--- src/rtl/bcd_glyph_sequencer.sv ---
// Sequential BCD-to-glyph sequencer: captures DIGITS packed BCD digits and emits one glyph lookup per digit, MSD first.
// Optional leading-zero blanking is enabled by defining BCD_GLYPH_BLANK_LEADING_ZERO_EN.
module bcd_glyph_sequencer #(
    parameter int DIGITS   = 6,
    parameter int ADDR_W   = 2,
    parameter int SEL_W    = 4,
    parameter int SEL_BASE = 4,
    parameter int IDX_W    = 3
) (
    input  logic                  clk,
    input  logic                  reset,
    input  logic                  enable,
    input  logic                  start,
    input  logic [4*DIGITS-1:0]   bcd_digits,
    input  logic                  out_ready,
    output logic                  out_valid,
    output logic [ADDR_W-1:0]     address_out,
    output logic [SEL_W-1:0]      sel_address_out,
    output logic [IDX_W-1:0]      digit_idx,
    output logic                  busy,
    output logic                  done,
    output logic                  err
);

    localparam logic [1:0] ST_IDLE   = 2'd0;
    localparam logic [1:0] ST_EMIT   = 2'd1;
    localparam logic [1:0] ST_FINISH = 2'd2;

    localparam logic [IDX_W-1:0] LAST_IDX = IDX_W'(DIGITS - 1);

    logic [1:0]          r_state;
    logic [4*DIGITS-1:0] r_capture;
    logic [IDX_W-1:0]    r_idx;
    logic                r_err;

    logic                w_emit;
    logic                w_handshake;
    logic                w_blank;
    logic [3:0]          w_digit;
    logic [3:0]          w_nextDigit;
    logic [3:0]          w_firstDigit;
    logic [31:0]         w_selSum;

    // Position 0 is the most significant digit, i.e. the top nibble of the word.
    function automatic logic [3:0] digitAt(input logic [4*DIGITS-1:0] word,
                                           input logic [IDX_W-1:0] pos);
        logic [3:0] d;
        d = 4'd0;
        for (int k = 0; k < DIGITS; k++) begin
            if (int'(pos) == DIGITS - 1 - k) begin
                d = word[4*k +: 4];
            end
        end
        return d;
    endfunction

    assign w_emit       = (r_state == ST_EMIT);
    assign w_handshake  = w_emit && out_ready;
    assign w_digit      = digitAt(r_capture, r_idx);
    assign w_nextDigit  = digitAt(r_capture, r_idx + 1'b1);
    assign w_firstDigit = digitAt(bcd_digits, '0);
    assign w_selSum     = SEL_BASE + 32'(w_digit >> ADDR_W);

`ifdef BCD_GLYPH_BLANK_LEADING_ZERO_EN
    logic r_leading;

    // Blank zeros until the first non-zero (or invalid) digit; the last digit always shows.
    assign w_blank = r_leading && (w_digit == 4'd0) && (r_idx != LAST_IDX);

    always_ff @(posedge clk) begin
        if (!reset) begin
            r_leading <= 1'b0;
        end else if (enable && (r_state == ST_IDLE) && start) begin
            r_leading <= 1'b1;
        end else if (enable && w_handshake) begin
            r_leading <= r_leading && (w_digit == 4'd0);
        end
    end
`else
    assign w_blank = 1'b0;
`endif

    always_comb begin
        address_out     = '0;
        sel_address_out = '0;
        if (w_emit && (w_digit <= 4'd9) && !w_blank) begin
            address_out     = ADDR_W'(w_digit);
            sel_address_out = SEL_W'(w_selSum);
        end
    end

    assign out_valid = w_emit;
    assign digit_idx = w_emit ? r_idx : '0;
    assign busy      = (r_state == ST_EMIT) || (r_state == ST_FINISH);
    assign done      = (r_state == ST_FINISH);
    assign err       = r_err;

    // err is raised on the edge that first presents an invalid digit, so it is visible alongside it.
    always_ff @(posedge clk) begin
        if (!reset) begin
            r_state   <= ST_IDLE;
            r_capture <= '0;
            r_idx     <= '0;
            r_err     <= 1'b0;
        end else if (!enable) begin
            r_state <= ST_IDLE;
            r_idx   <= '0;
        end else begin
            case (r_state)
                ST_IDLE: begin
                    if (start) begin
                        r_capture <= bcd_digits;
                        r_idx     <= '0;
                        r_err     <= (w_firstDigit > 4'd9);
                        r_state   <= ST_EMIT;
                    end
                end
                ST_EMIT: begin
                    if (w_handshake) begin
                        if (r_idx < LAST_IDX) begin
                            r_idx <= r_idx + 1'b1;
                            if (w_nextDigit > 4'd9) begin
                                r_err <= 1'b1;
                            end
                        end else begin
                            r_state <= ST_FINISH;
                        end
                    end
                end
                ST_FINISH: begin
                    r_state <= ST_IDLE;
                end
                default: begin
                    r_state <= ST_IDLE;
                end
            endcase
        end
    end

endmodule

--- config.mk ---
export PLATFORM = sky130hd
export DESIGN_NAME = bcd_glyph_sequencer
export DESIGN_NICKNAME = d
export VERILOG_FILES = /design/src/rtl/bcd_glyph_sequencer.sv
export SDC_FILE = /design/constraint.sdc
export NUM_CORES = 1
export LEC_CHECK = 0
export BUFFER_PORTS_ARGS = -buffer_cell sky130_fd_sc_hd__buf_2
export CORE_MARGIN = 1.5
export CORE_UTILIZATION = 42
export DETAILED_ROUTE_END_ITERATION = 12
export HOLD_SLACK_MARGIN = 0.02
export PLACE_DENSITY = 0.64
export SLEW_MARGIN = 10
export SYNTH_ARGS = -nofsm -noshare
export SYNTH_HDL_FRONTEND = slang
export SYNTH_SLANG_ARGS = --single-unit
--- constraint.sdc ---
create_clock -name clk -period 1.64 [get_ports clk]
set_input_delay 0.082 -clock clk [delete_from_list [all_inputs] [get_ports clk]]
set_output_delay 0.082 -clock clk [all_outputs]
set_load 0.02 [all_outputs]
==> flow_metrics.py <==
metrics = {
    "global_routing": {
        "grt_util_all_layers_pct": 20.7,
        "grt_pass1_wl_mm": 8.22,
        "antenna_found_initial": 0,
        "grt_overflow": 0,
        "grt_pass1_vias": 1726,
        "grt_max_degree": 25,
    },
    "clock_network": {
        "path_clk_slew_ns": 0.07,
        "htree_levels": 2,
        "cts-root-buf": "clkbuf_8",
        "cts_tree": "yes",
        "numCtsBuffers": 5,
        "cts_buffer_depth": 2,
        "clk-insertion-delay-late_ns": 0.29,
        "clock-sinks": 30,
        "hold_buffers": 0,
    },
    "floorplan": {
        "die_h_um": 69.0,
        "chipWidth_um": 69.0,
        "initial_core_util_pct": 44.8,
        "rows": 23,
        "core_um2": 4090,
        "num_io_pins": 42,
        "dieArea_um2": 4770,
    },
    "setup_path": {
        "cp-endpoint": "address_out[0]",
        "r2r_cells": 9,
        "start_kind": "flop",
        "critPathLaunch": "r_idx[1]",
        "regToRegSetupSlack_ns": -0.24,
        "worstSetupPathType": "reg -> out",
        "end_kind": "output port",
        "crit_path_max_fanout": 6,
        "r2r-end": "err",
        "cp.required_ns": 1.56,
        "rr_startpoint": "r_idx[1]",
        "critical_path_arrival_ns": 2.07,
    },
    "place": {
        "io_buffers": 40,
        "preCtsSetupSlack_ns": -0.239,
        "dpl.hpwl_mm": 3.40,
        "finalWeightedCongestion": 0.933,
        "dp.cells": 338,
    },
    "sta": {
        "setup_tns_ns": -2.58,
        "fin_worst_skew_ns": 0.00451,
        "setup_viol": 6,
        "whs_ns": 0.0363,
        "max_freq_ghz": 0.465,
        "period_minus_slack_ns": 2.15,
        "grt_setup_unrepaired": "true",
        "hold_viol_final": 0,
        "fin_ws_ns": -0.510,
        "fin_crit_sh_pct": 131,
        "maxSlewViolCount": 0,
    },
    "yosys": {
        "syn_area_um2": 1830,
        "synth_cell_types": 47,
        "yosysWarnings": 0,
        "netlist_instances": 240,
        "ys_seq_area_share_pct": 32.8,
        "synth_edf_count": 0,
        "avgSynthCellArea_um2": 7.63,
        "async_flop_share_pct": 0,
        "ys_seq_elements": 30,
        "synth_nets": 278,
        "synth-main-ff-cell": "dfxtp_1",
    },
    "power": {
        "power_density_nw_per_um2": 632,
        "peakVddDrop_v": 0.000552,
        "power.static_leakage_nw": 1.05,
    },
    "cells_and_area": {
        "nets": 347,
        "final_cells": 360,
        "layout-drive-gt1-share_pct": 39.4,
        "final_core_util_pct": 65.6,
        "diodes": 0,
        "layout-area-overhead-vs-synth_pct": 46.4,
        "fill_cells": 345,
    },
    "status": {
        "violations": "setup timing",
        "status": "finished with violations",
    },
    "drt": {
        "drt-initial-drc-count": 168,
        "drt-total-wl_mm": 4.88,
        "final_antenna_net_count": 0,
        "drc": 0,
        "drtPass1Iterations": 4,
        "avgViaCountPerCell": 5.10,
        "vias": 1835,
        "wire_per_inst_um": 13.6,
    },
    "worst_hold_path": {
        "hp-class": "in -> reg",
    },
    "job": {
        "maxCapViolations": 0,
    },
}
sequential cells by signal, summed over array words and instances, names as in the netlist:
register	cells
r_idx	3
err	1
r_state	2
r_capture	24
cell families after synthesis:
group / count (synthesis) / synth area share [%]
AND/OR/NAND/NOR: 104 / 25.8
multiplexers: 1 / 0.546
buffers and inverters: 28 / 7.79
other: 1 / 0.205
adder cells (fa/ha/maj): 9 / 6.15
flip-flops: 30 / 32.8
AO/OA/AOI/OAI: 67 / 26.8
per-layer routing:
metal	vias up	share of wire (%)	track usage, %
met5	-	0	0
met4	0	0.78	5.66
met3	5	4.9	4.09
met2	46	44	29.4
met1	820	51	31.7
li1	964	-	-
critical path: stages (launching register included):
cell and delay, ns:
dfxtp_4 0.39, inv_4 0.06, ha_4 0.19, buf_6 0.12
buf_4 0.12, nand2_1 0.06, a211o_1 0.14, o311a_4 0.22
nand2_4 0.08, a211oi_4 0.25, buf_6 0.15
layout make-up:
class | instances | area, µm² | area share (%)
timing repair buffer | 77 | 559 | 20.8
sequential | 30 | 608 | 22.7
multi-input combinational | 182 | 1300 | 48.6
inverter | 13 | 56.3 | 2.10
clock inverter | 2 | 11.3 | 0.420
clock buffer | 6 | 82.6 | 3.08
tap | 50 | 62.6 | 2.33
worst min path at each step:
stage	to	cells past startpoint	start	slack, ns
floorplan	r_capture[0]	2	bcd_digits[0]	0.23
global placement	r_capture[19]	3	bcd_digits[19]	0.33
detailed placement	r_capture[19]	3	bcd_digits[19]	0.34
CTS	r_capture[19]	3	bcd_digits[19]	0.04
global route	r_capture[1]	3	bcd_digits[1]	0.06
finish	r_capture[19]	3	bcd_digits[19]	0.04
metrics by stage:
| step | power [mW] | instance area (µm²) |
|---|---|---|
| after detailed placement | 1.06 | 2290 |
| final | 1.70 | 2680 |
| after floorplan | 0.957 | 1930 |
| after global placement | 1.05 | 2290 |
| after CTS | 1.69 | 2540 |
| after global routing | 1.76 | 2680 |
power by group:
group | switching, mW | internal, mW | total [mW]
registers | 0.0298 | 0.759 | 0.789
logic | 0.146 | 0.125 | 0.271
clock network | 0.298 | 0.338 | 0.636
synth_stat cells (2+ instances only):
master | n | area, µm²
inv_1 | 13 | 48.8
o22ai_1 | 2 | 12.5
ha_1 | 9 | 113
buf_2 | 3 | 15.0
a21oi_1 | 10 | 50.1
dfxtp_1 | 30 | 601
o211ai_1 | 3 | 22.5
nand4_1 | 2 | 12.5
and3_1 | 2 | 12.5
buf_6 | 4 | 45.0
nand2_1 | 65 | 244
nor2_1 | 11 | 41.3
a21boi_0 | 24 | 180
nand2b_1 | 4 | 25.0
nand3_1 | 2 | 10.0
nor2b_1 | 3 | 18.8
clkbuf_1 | 7 | 26.3
nand3b_1 | 4 | 30.0
nor3_1 | 4 | 20.0
o21ai_0 | 8 | 40.0
a211oi_1 | 4 | 30.0
repair_timing:
item / CTS / global route
pin swaps: 7 / 17
setup endpoints to repair: 9 / 12
resized for setup: 27 / 25
buffers inserted: 6 / 9
placed cells by master, fill, tap and decap left out, drive strengths merged, types with 4 or more instances in the layout:
cell type and n:
a21oi 10, a21boi 24, o21ai 9, nand2b 4
a211oi 5, nand2 66, nor2 11, clkbuf 6
nor3 4, ha 9, inv 14, dfxtp 30
nand3b 4, buf 77
Note: power is estimated with default switching activity, not from simulation.
